## src/rtl/tod_regs_pkg.sv

```systemverilog
// Shared definitions for the ToD CPU-interface register block:
// register offsets, CTRL bit positions, ns-per-second limit and access FSM states.
package tod_regs_pkg;

  localparam logic [7:0] OFF_ID          = 8'h00;
  localparam logic [7:0] OFF_CTRL        = 8'h04;
  localparam logic [7:0] OFF_INCR        = 8'h08;
  localparam logic [7:0] OFF_NS_LOAD     = 8'h0C;
  localparam logic [7:0] OFF_SEC_LOAD_LO = 8'h10;
  localparam logic [7:0] OFF_SEC_LOAD_HI = 8'h14;
  localparam logic [7:0] OFF_NS_SNAP     = 8'h18;
  localparam logic [7:0] OFF_SEC_SNAP_LO = 8'h1C;
  localparam logic [7:0] OFF_SEC_SNAP_HI = 8'h20;
  localparam logic [7:0] OFF_SCRATCH     = 8'h24;

  localparam int CTRL_ENABLE   = 0;
  localparam int CTRL_SNAPSHOT = 1;
  localparam int CTRL_LOAD     = 2;

  localparam logic [29:0] NS_PER_SEC = 30'd1_000_000_000;
  localparam logic [29:0] NS_MAX     = NS_PER_SEC - 30'd1;

  typedef enum logic [1:0] {
    IDLE = 2'd0,
    WAIT = 2'd1,
    DONE = 2'd2
  } acc_state_t;

endpackage

```

## src/rtl/tod_cpu_if_regs_if.sv

```systemverilog
// CPU-interface request/response bundle between the CDC bridge (master)
// and the ToD register block (slave).
interface tod_cpu_if_regs_if;
  logic        read;
  logic        write;
  logic [31:0] write_data;
  logic [31:2] address;
  logic [31:0] read_data;
  logic        access_complete;

  modport master (
    output read, write, write_data, address,
    input  read_data, access_complete
  );

  modport slave (
    input  read, write, write_data, address,
    output read_data, access_complete
  );
endinterface

```

## src/rtl/tod_counter.sv

```systemverilog
// Free-running PTP time-of-day counter (30-bit ns, 48-bit sec) with
// load, atomic snapshot and a one-cycle pps on each seconds rollover.
module tod_counter
  import tod_regs_pkg::*;
(
  input  logic        h_clk,
  input  logic        h_reset_n,
  input  logic        enable,
  input  logic        load,
  input  logic        snapshot,
  input  logic [7:0]  incr,
  input  logic [29:0] ns_load,
  input  logic [47:0] sec_load,
  output logic [29:0] tod_ns,
  output logic [47:0] tod_sec,
  output logic        pps,
  output logic [29:0] snap_ns,
  output logic [47:0] snap_sec
);

  // ns never exceeds 999_999_999, so ns + 255 always fits in 30 bits
  logic [29:0] ns_sum;
  logic [29:0] ns_wrap;
  logic        rollover;

  function automatic logic [29:0] clamp_ns(input logic [29:0] v);
    return (v >= NS_PER_SEC) ? NS_MAX : v;
  endfunction

  assign ns_sum   = tod_ns + {22'd0, incr};
  assign ns_wrap  = ns_sum - NS_PER_SEC;
  assign rollover = (ns_sum >= NS_PER_SEC);

  always_ff @(posedge h_clk or negedge h_reset_n) begin
    if (!h_reset_n) begin
      tod_ns   <= '0;
      tod_sec  <= '0;
      pps      <= 1'b0;
      snap_ns  <= '0;
      snap_sec <= '0;
    end else begin
      pps <= 1'b0;
      if (load) begin
        tod_ns  <= clamp_ns(ns_load);
        tod_sec <= sec_load;
      end else if (enable) begin
        if (rollover) begin
          tod_ns  <= ns_wrap;
          tod_sec <= tod_sec + 48'd1;
          pps     <= 1'b1;
        end else begin
          tod_ns <= ns_sum;
        end
      end
      // snapshot sees the count as it was before this edge
      if (snapshot) begin
        snap_ns  <= tod_ns;
        snap_sec <= tod_sec;
      end
    end
  end

endmodule

```

## src/rtl/tod_cpu_if_regs.sv

```systemverilog
// CPU-interface responder for the ToD block: fixed-latency access FSM,
// control/status register file and the ToD counter instance.
module tod_cpu_if_regs
  import tod_regs_pkg::*;
#(
  parameter logic [31:0] BASE_ADDR      = 32'h0000_0000,
  parameter int unsigned ACCESS_LATENCY = 2,
  parameter logic [7:0]  NS_PER_CLK     = 8'd8,
  parameter logic [31:0] ID_VALUE       = 32'h7D0D_0001
) (
  input  logic               h_clk,
  input  logic               h_reset_n,
  tod_cpu_if_regs_if.slave   h_cpu_if,
  output logic [29:0]        tod_ns,
  output logic [47:0]        tod_sec,
  output logic               pps
);

  localparam logic [3:0] WAIT_LOAD = 4'(ACCESS_LATENCY - 2);

  acc_state_t  state, state_nx;
  logic [3:0]  cnt, cnt_nx;
  logic        rd_q, hit_q;
  logic [7:0]  off_q;

  logic        idle, req, req_rd, req_wr, hit;
  logic [7:0]  off;
  logic        cur_rd, cur_hit;
  logic [7:0]  cur_off;
  logic        wr_en, load_pulse, snap_pulse;
  logic [31:0] rd_mux;

  logic        ctrl_enable;
  logic [7:0]  incr;
  logic [29:0] ns_load;
  logic [31:0] sec_load_lo;
  logic [15:0] sec_load_hi;
  logic [31:0] scratch;
  logic [29:0] snap_ns;
  logic [47:0] snap_sec;

  // a simultaneous read+write is taken as a write
  assign idle   = (state == IDLE);
  assign req    = idle && (h_cpu_if.read || h_cpu_if.write);
  assign req_wr = idle && h_cpu_if.write;
  assign req_rd = idle && h_cpu_if.read && !h_cpu_if.write;
  assign hit    = (h_cpu_if.address[31:8] == BASE_ADDR[31:8]);
  assign off    = {h_cpu_if.address[7:2], 2'b00};

  assign wr_en      = req_wr && hit;
  assign load_pulse = wr_en && (off == OFF_CTRL) && h_cpu_if.write_data[CTRL_LOAD];
  assign snap_pulse = wr_en && (off == OFF_CTRL) && h_cpu_if.write_data[CTRL_SNAPSHOT];

  // with latency 1 the read is decoded straight from the request inputs
  assign cur_rd  = idle ? req_rd : rd_q;
  assign cur_hit = idle ? hit    : hit_q;
  assign cur_off = idle ? off    : off_q;

  always_comb begin
    state_nx = state;
    cnt_nx   = cnt;
    case (state)
      IDLE: begin
        if (req) begin
          if (ACCESS_LATENCY <= 1) begin
            state_nx = DONE;
          end else begin
            state_nx = WAIT;
            cnt_nx   = WAIT_LOAD;
          end
        end
      end
      WAIT: begin
        if (cnt == 4'd0) state_nx = DONE;
        else             cnt_nx   = cnt - 4'd1;
      end
      DONE:    state_nx = IDLE;
      default: state_nx = IDLE;
    endcase
  end

  always_ff @(posedge h_clk or negedge h_reset_n) begin
    if (!h_reset_n) begin
      state <= IDLE;
      cnt   <= '0;
      rd_q  <= 1'b0;
      hit_q <= 1'b0;
      off_q <= '0;
    end else begin
      state <= state_nx;
      cnt   <= cnt_nx;
      if (req) begin
        rd_q  <= req_rd;
        hit_q <= hit;
        off_q <= off;
      end
    end
  end

  always_comb begin
    rd_mux = '0;
    if (cur_hit) begin
      case (cur_off)
        OFF_ID:          rd_mux = ID_VALUE;
        OFF_CTRL:        rd_mux = {31'd0, ctrl_enable};
        OFF_INCR:        rd_mux = {24'd0, incr};
        OFF_NS_LOAD:     rd_mux = {2'd0, ns_load};
        OFF_SEC_LOAD_LO: rd_mux = sec_load_lo;
        OFF_SEC_LOAD_HI: rd_mux = {16'd0, sec_load_hi};
        OFF_NS_SNAP:     rd_mux = {2'd0, snap_ns};
        OFF_SEC_SNAP_LO: rd_mux = snap_sec[31:0];
        OFF_SEC_SNAP_HI: rd_mux = {16'd0, snap_sec[47:32]};
        OFF_SCRATCH:     rd_mux = scratch;
        default:         rd_mux = '0;
      endcase
    end
  end

  // read data is captured on DONE entry and held until the next read completes
  always_ff @(posedge h_clk or negedge h_reset_n) begin
    if (!h_reset_n) begin
      h_cpu_if.read_data       <= '0;
      h_cpu_if.access_complete <= 1'b0;
    end else begin
      h_cpu_if.access_complete <= (state_nx == DONE);
      if ((state_nx == DONE) && (state != DONE) && cur_rd) begin
        h_cpu_if.read_data <= rd_mux;
      end
    end
  end

  always_ff @(posedge h_clk or negedge h_reset_n) begin
    if (!h_reset_n) begin
      ctrl_enable <= 1'b0;
      incr        <= NS_PER_CLK;
      ns_load     <= '0;
      sec_load_lo <= '0;
      sec_load_hi <= '0;
      scratch     <= '0;
    end else if (wr_en) begin
      case (off)
        OFF_CTRL:        ctrl_enable <= h_cpu_if.write_data[CTRL_ENABLE];
        OFF_INCR:        incr        <= h_cpu_if.write_data[7:0];
        OFF_NS_LOAD:     ns_load     <= h_cpu_if.write_data[29:0];
        OFF_SEC_LOAD_LO: sec_load_lo <= h_cpu_if.write_data;
        OFF_SEC_LOAD_HI: sec_load_hi <= h_cpu_if.write_data[15:0];
        OFF_SCRATCH:     scratch     <= h_cpu_if.write_data;
        default:         ;
      endcase
    end
  end

  tod_counter u_tod_counter (
    .h_clk     (h_clk),
    .h_reset_n (h_reset_n),
    .enable    (ctrl_enable),
    .load      (load_pulse),
    .snapshot  (snap_pulse),
    .incr      (incr),
    .ns_load   (ns_load),
    .sec_load  ({sec_load_hi, sec_load_lo}),
    .tod_ns    (tod_ns),
    .tod_sec   (tod_sec),
    .pps       (pps),
    .snap_ns   (snap_ns),
    .snap_sec  (snap_sec)
  );

endmodule

```

## src/flat_wrapper.sv

```systemverilog
// flat-port wrapper written by rule: the top's interface ports become plain ports
module tod_cpu_if_regs_flat import tod_regs_pkg::*;
#(
  parameter logic [31:0] BASE_ADDR      = 32'h0000_0000,
  parameter int unsigned ACCESS_LATENCY = 2,
  parameter logic [7:0]  NS_PER_CLK     = 8'd8,
  parameter logic [31:0] ID_VALUE       = 32'h7D0D_0001
)
  (h_clk, h_reset_n, tod_ns, tod_sec, pps, h_cpu_if_read, h_cpu_if_write, h_cpu_if_write_data, h_cpu_if_address, h_cpu_if_read_data, h_cpu_if_access_complete);
  tod_cpu_if_regs_if h_cpu_if_i ();
  input  logic h_clk;
  input  logic h_reset_n;
  output logic [29:0] tod_ns;
  output logic [47:0] tod_sec;
  output logic pps;
  input wire logic [$bits(h_cpu_if_i.read)-1:0] h_cpu_if_read;
  input wire logic [$bits(h_cpu_if_i.write)-1:0] h_cpu_if_write;
  input wire logic [$bits(h_cpu_if_i.write_data)-1:0] h_cpu_if_write_data;
  input wire logic [$bits(h_cpu_if_i.address)-1:0] h_cpu_if_address;
  output wire logic [$bits(h_cpu_if_i.read_data)-1:0] h_cpu_if_read_data;
  output wire logic [$bits(h_cpu_if_i.access_complete)-1:0] h_cpu_if_access_complete;
  assign h_cpu_if_i.read = h_cpu_if_read;
  assign h_cpu_if_i.write = h_cpu_if_write;
  assign h_cpu_if_i.write_data = h_cpu_if_write_data;
  assign h_cpu_if_i.address = h_cpu_if_address;
  assign h_cpu_if_read_data = h_cpu_if_i.read_data;
  assign h_cpu_if_access_complete = h_cpu_if_i.access_complete;
  tod_cpu_if_regs #(.BASE_ADDR(BASE_ADDR), .ACCESS_LATENCY(ACCESS_LATENCY), .NS_PER_CLK(NS_PER_CLK), .ID_VALUE(ID_VALUE)) u_core (.h_clk(h_clk), .h_reset_n(h_reset_n), .h_cpu_if(h_cpu_if_i), .tod_ns(tod_ns), .tod_sec(tod_sec), .pps(pps));
endmodule
```

## config.mk

```make
export PLATFORM = sky130hd
export DESIGN_NAME = tod_cpu_if_regs_flat
export DESIGN_NICKNAME = d
export VERILOG_FILES = /design/src/rtl/tod_regs_pkg.sv /design/src/rtl/tod_cpu_if_regs_if.sv /design/src/rtl/tod_counter.sv /design/src/rtl/tod_cpu_if_regs.sv /design/src/flat_wrapper.sv
export SDC_FILE = /design/constraint.sdc
export NUM_CORES = 1
export LEC_CHECK = 0
export CAP_MARGIN = 20
export CORE_MARGIN = 2
export CORE_UTILIZATION = 62
export DETAILED_ROUTE_END_ITERATION = 8
export PLACE_DENSITY = 0.93
export SETUP_SLACK_MARGIN = 0.2
export SLEW_MARGIN = 30
export SYNTH_ARGS = -nofsm -noshare
export SYNTH_HDL_FRONTEND = slang
export SYNTH_SLANG_ARGS = --single-unit
```

## constraint.sdc

```tcl
create_clock -name h_clk -period 6.84 [get_ports h_clk]
set_clock_uncertainty 0.15 [all_clocks]
set_input_delay 1.368 -clock h_clk [delete_from_list [all_inputs] [get_ports h_clk]]
set_output_delay 1.368 -clock h_clk [all_outputs]
set_load 0.01 [all_outputs]
```

==> results by group <==
Logic synthesis
  – Syn_area_per_cell: 10.1 µm²
  – YS warnings: 0
  – Syn Nets: 1745
  – Post-synthesis instance total: ~1700
  – Prevailing post-synth register cell: dfrtp_1
  – Synth area leader: dfrtp_1
  – Count of state elements after synthesis: 323
  – Fraction of registers with async set/reset: 100%
  – Syn Std Cell Area: 0.0169 mm²
  – Area share of the largest cell type after synthesis: 47.7%
  – EDFF count, synth: 0
  – Register area share after synthesis: 47.8%
  – Ranking of synthesized cells by area: dfrtp_1 (48%), mux2_2 (13%), nand2_1 (4.1%)
  – Synth unique cells: 75

Placed design
  – RePlAce Congestion: 0.931
  – Dpl cell area: 0.0190 mm²
  – Hpwl dp: 35600 µm
  – PortBufs: 177

Run status
  – Status: finished, final reports clean

Global routing
  – GR Overflow Total: 0
  – Vias in the first global route: 15646
  – Gr usage total: between 30% and 40%
  – Antenna violations before repair: 1
  – First-pass GRT wire length: 87800 µm
  – Pin count of the biggest net entering global routing: 183

Setup path
  – WP data required: 7.17 ns
  – Crit-path max FO: 25
  – Worst setup EP type: register
  – Worst R2R Path Depth: 12
  – Setup CP Type: reg -> reg
  – R2r startpoint: u_core.u_tod_counter.tod_ns[0]
  – Reg2reg setup slack: around 1.6 ns
  – RR Endpoint: u_core.u_tod_counter.tod_sec[22]
  – Crit path DAT: 5.57 ns
  – Crit start category: register

Final layout
  – Nets: 1880
  – Final instance area: 0.0200 mm²
  – Commonest non-fill, non-tap cell in the layout: dfrtp_1
  – Commonest non-fill, non-tap cells in the layout: dfrtp_1 (322), mux2_2 (192), nand2_1 (182), clkdlybuf4s50_1 (176), nand3_1 (91)
  – Antenna diodes: 0
  – Layout cells sized above 1: 16.9%
  – Area growth, synth to finish: 18.6%

STA
  – Relative slew margins: 33.9%
  – Fin crit share: about three quarters
  – Fmax: between 150 and 200 MHz
  – Final Hold Viols: 0
  – Tmin final: 5.24 ns
  – Fin Setup TNS: 0 ns
  – Least-Margin Pin Slew: 0.988 ns
  – Final setup viols: 0
  – RSZ-0062 raised after global routing: false
  – Max-slew violation count: 0

Pwr
  – Pwr dens: roughly 220 mW/mm²
  – Lkg Pwr: ~9 nW
  – Max VDD drop: 0.215 mV

Clock tree
  – Num CTS Buffers: 31
  – CTS max path bufs: 3
  – Hold buffers post-CTS: 0
  – Sink Count: roughly 320
  – CTS clock-pin slew for the worst setup and hold paths: 0.07 ns
  – CTS tree: built
  – Post-CTS Setup Inserts: 0
  – Post_cts resized: 0
  – Max H-tree Level: 1
  – Root Driver: clkbuf_16
  – Clk Latency, worst-skew pair: between 0.5 and 0.6 ns

Die
  – Die area: 0.0286 mm²
  – Die W: 169 µm
  – Initial Util: between 60% and 70%
  – IO Pins: 178
  – FP Rows: 60
  – Die Y: 169 µm
  – Core ar.: 0.0269 mm²

Min path
  – Worst Hold Depth: 1
  – Worst min-delay path class: reg -> reg
  – Hold EP: u_core.h_cpu_if.read_data[23]
  – Hold Path Origin: u_core.h_cpu_if.read_data[23]

Routing
  – Vias after detailed routing: 15937
  – Drt via density: 7.36
  – DRC: 0
  – Routed Antenna Nets: 0
  – Detailed Route Iter0 Violations: approximately 3200
  – Routed len/inst: 26.0 µm
  – Pre-antenna DRT Iters: 8
  – Final WL: 56400 µm

Flow run
  – Max-Cap Viols: 0
-- synth_stat cells (6+ instances only) --
cell      instances
a221oi_1          9
nor3b_1           7
a31oi_1          40
inv_1            25
or4_1            15
nand4_1          20
dfrtp_1         322
a21o_1           16
nand2_1         184
xnor2_1          15
a21oi_1          56
nand2b_1          6
mux2i_1          42
a222oi_1         11
nand3_1          91
nand3b_1          7
o21ai_0          84
nor2_1           81
nor3_1           54
clkbuf_1         83
nor4_1           24
and3_1           23
o31ai_1          16
xor2_1           16
ha_1             12
o211ai_1         14
mux2_2          192
a41oi_1           8
a22oi_1          58
nor2b_1          19
or3_1            14
a211oi_1          9
buf_2            10
-- how the worst max path moves through the flow --
stage	start	depth (start not counted)	endpoint
2_1_floorplan	u_core.u_tod_counter.tod_ns[0]	12	u_core.u_tod_counter.tod_sec[31]
3_3_place_gp	h_cpu_if_address[25]	10	u_core.u_tod_counter.tod_sec[47]
3_5_place_dp	h_cpu_if_address[19]	10	u_core.u_tod_counter.tod_sec[47]
4_1_cts	u_core.u_tod_counter.tod_ns[0]	12	u_core.u_tod_counter.tod_sec[22]
5_1_grt	u_core.u_tod_counter.tod_ns[0]	12	u_core.u_tod_counter.tod_sec[22]
6_report	u_core.u_tod_counter.tod_ns[0]	12	u_core.u_tod_counter.tod_sec[22]
-- metal layers --
metal	vias up	wire length [µm]	track usage, %	part of all wire (%)
met3	356	8000	10.2	14
met2	1499	25000	59.8	44
met5	-	0	0	0
met1	7629	19900	52.3	35
li1	6453	-	-	-
met4	0	3480	20.8	6.2
-- power breakdown --
part | internal, W | switching, W | leakage [nW] | total, W
sequential | 0.00200 | 0.0000556 | 4.21 | 0.00205
combinational | 0.000252 | 0.000421 | 4.28 | 0.000674
clock | 0.00100 | 0.000764 | 0.509 | 0.00177
total | 0.00325 | 0.00124 | 9.00 | 0.00449
-- area by class of cell --
cell class	instances	area, µm²
Timing Repair Buffer	205	2020
Multi-Input combinational cell	1215	8390
Clock buffer	43	871
Clock inverter	14	159
Inverter	25	93.8
Tap cell	341	427
Sequential cell	323	8080
Fill cell	1622	6830
-- stage by stage --
stage	util (%)	power [W]	setup slack [ns]	instances	hold slack, ns
final	74.6	0.00449	1.60	2166	0.336
after global routing	74.6	0.00462	1.24	2166	0.352
after CTS	74.4	0.00446	1.75	2165	0.334
after detailed placement	70.6	0.00272	1.70	2108	0.315
after global placement	70.5	0.00269	1.99	2107	0.310
after floorplan	-	0.00239	2.97	1666	0.299
-- logic make-up after synthesis --
logic type / after synthesis / synth area share, %
and+or+nand+nor: 571 / 16.7
adders and majority gates: 13 / 1.01
buffers and inverters: 128 / 3.01
DFF: 323 / 47.8
muxes: 234 / 15.3
xor gates and xnor gates: 31 / 1.61
AOI/OAI and AO/OA: 366 / 14.5
-- critical path, stage by stage (launching register included) --
cell,delay (ns)
dfrtp_1,0.42
ha_1,0.26
fa_1,0.44
a211oi_1,0.39
o211ai_1,0.27
nand2_1,0.29
o311ai_0,0.19
nor3_1,0.43
a211oi_1,0.16
a21bo_2,0.61
nand4_2,0.64
or4_1,0.71
a31oi_1,0.19
-- registers in the layout (all words and copies together), names as in the netlist --
name / cells
u_core.cnt: 4
u_core.ctrl_enable: 1
u_core.h_cpu_if.access_complete: 1
u_core.h_cpu_if.read_data: 32
u_core.hit_q: 1
u_core.incr: 8
u_core.ns_load: 30
u_core.off_q: 6
u_core.rd_q: 1
u_core.scratch: 32
u_core.sec_load_hi: 16
u_core.sec_load_lo: 32
u_core.state: 2
u_core.u_tod_counter.pps: 1
u_core.u_tod_counter.snap_ns: 30
u_core.u_tod_counter.snap_sec: 48
u_core.u_tod_counter.tod_ns: 30
u_core.u_tod_counter.tod_sec: 48
(Power assumes the default switching activity.)
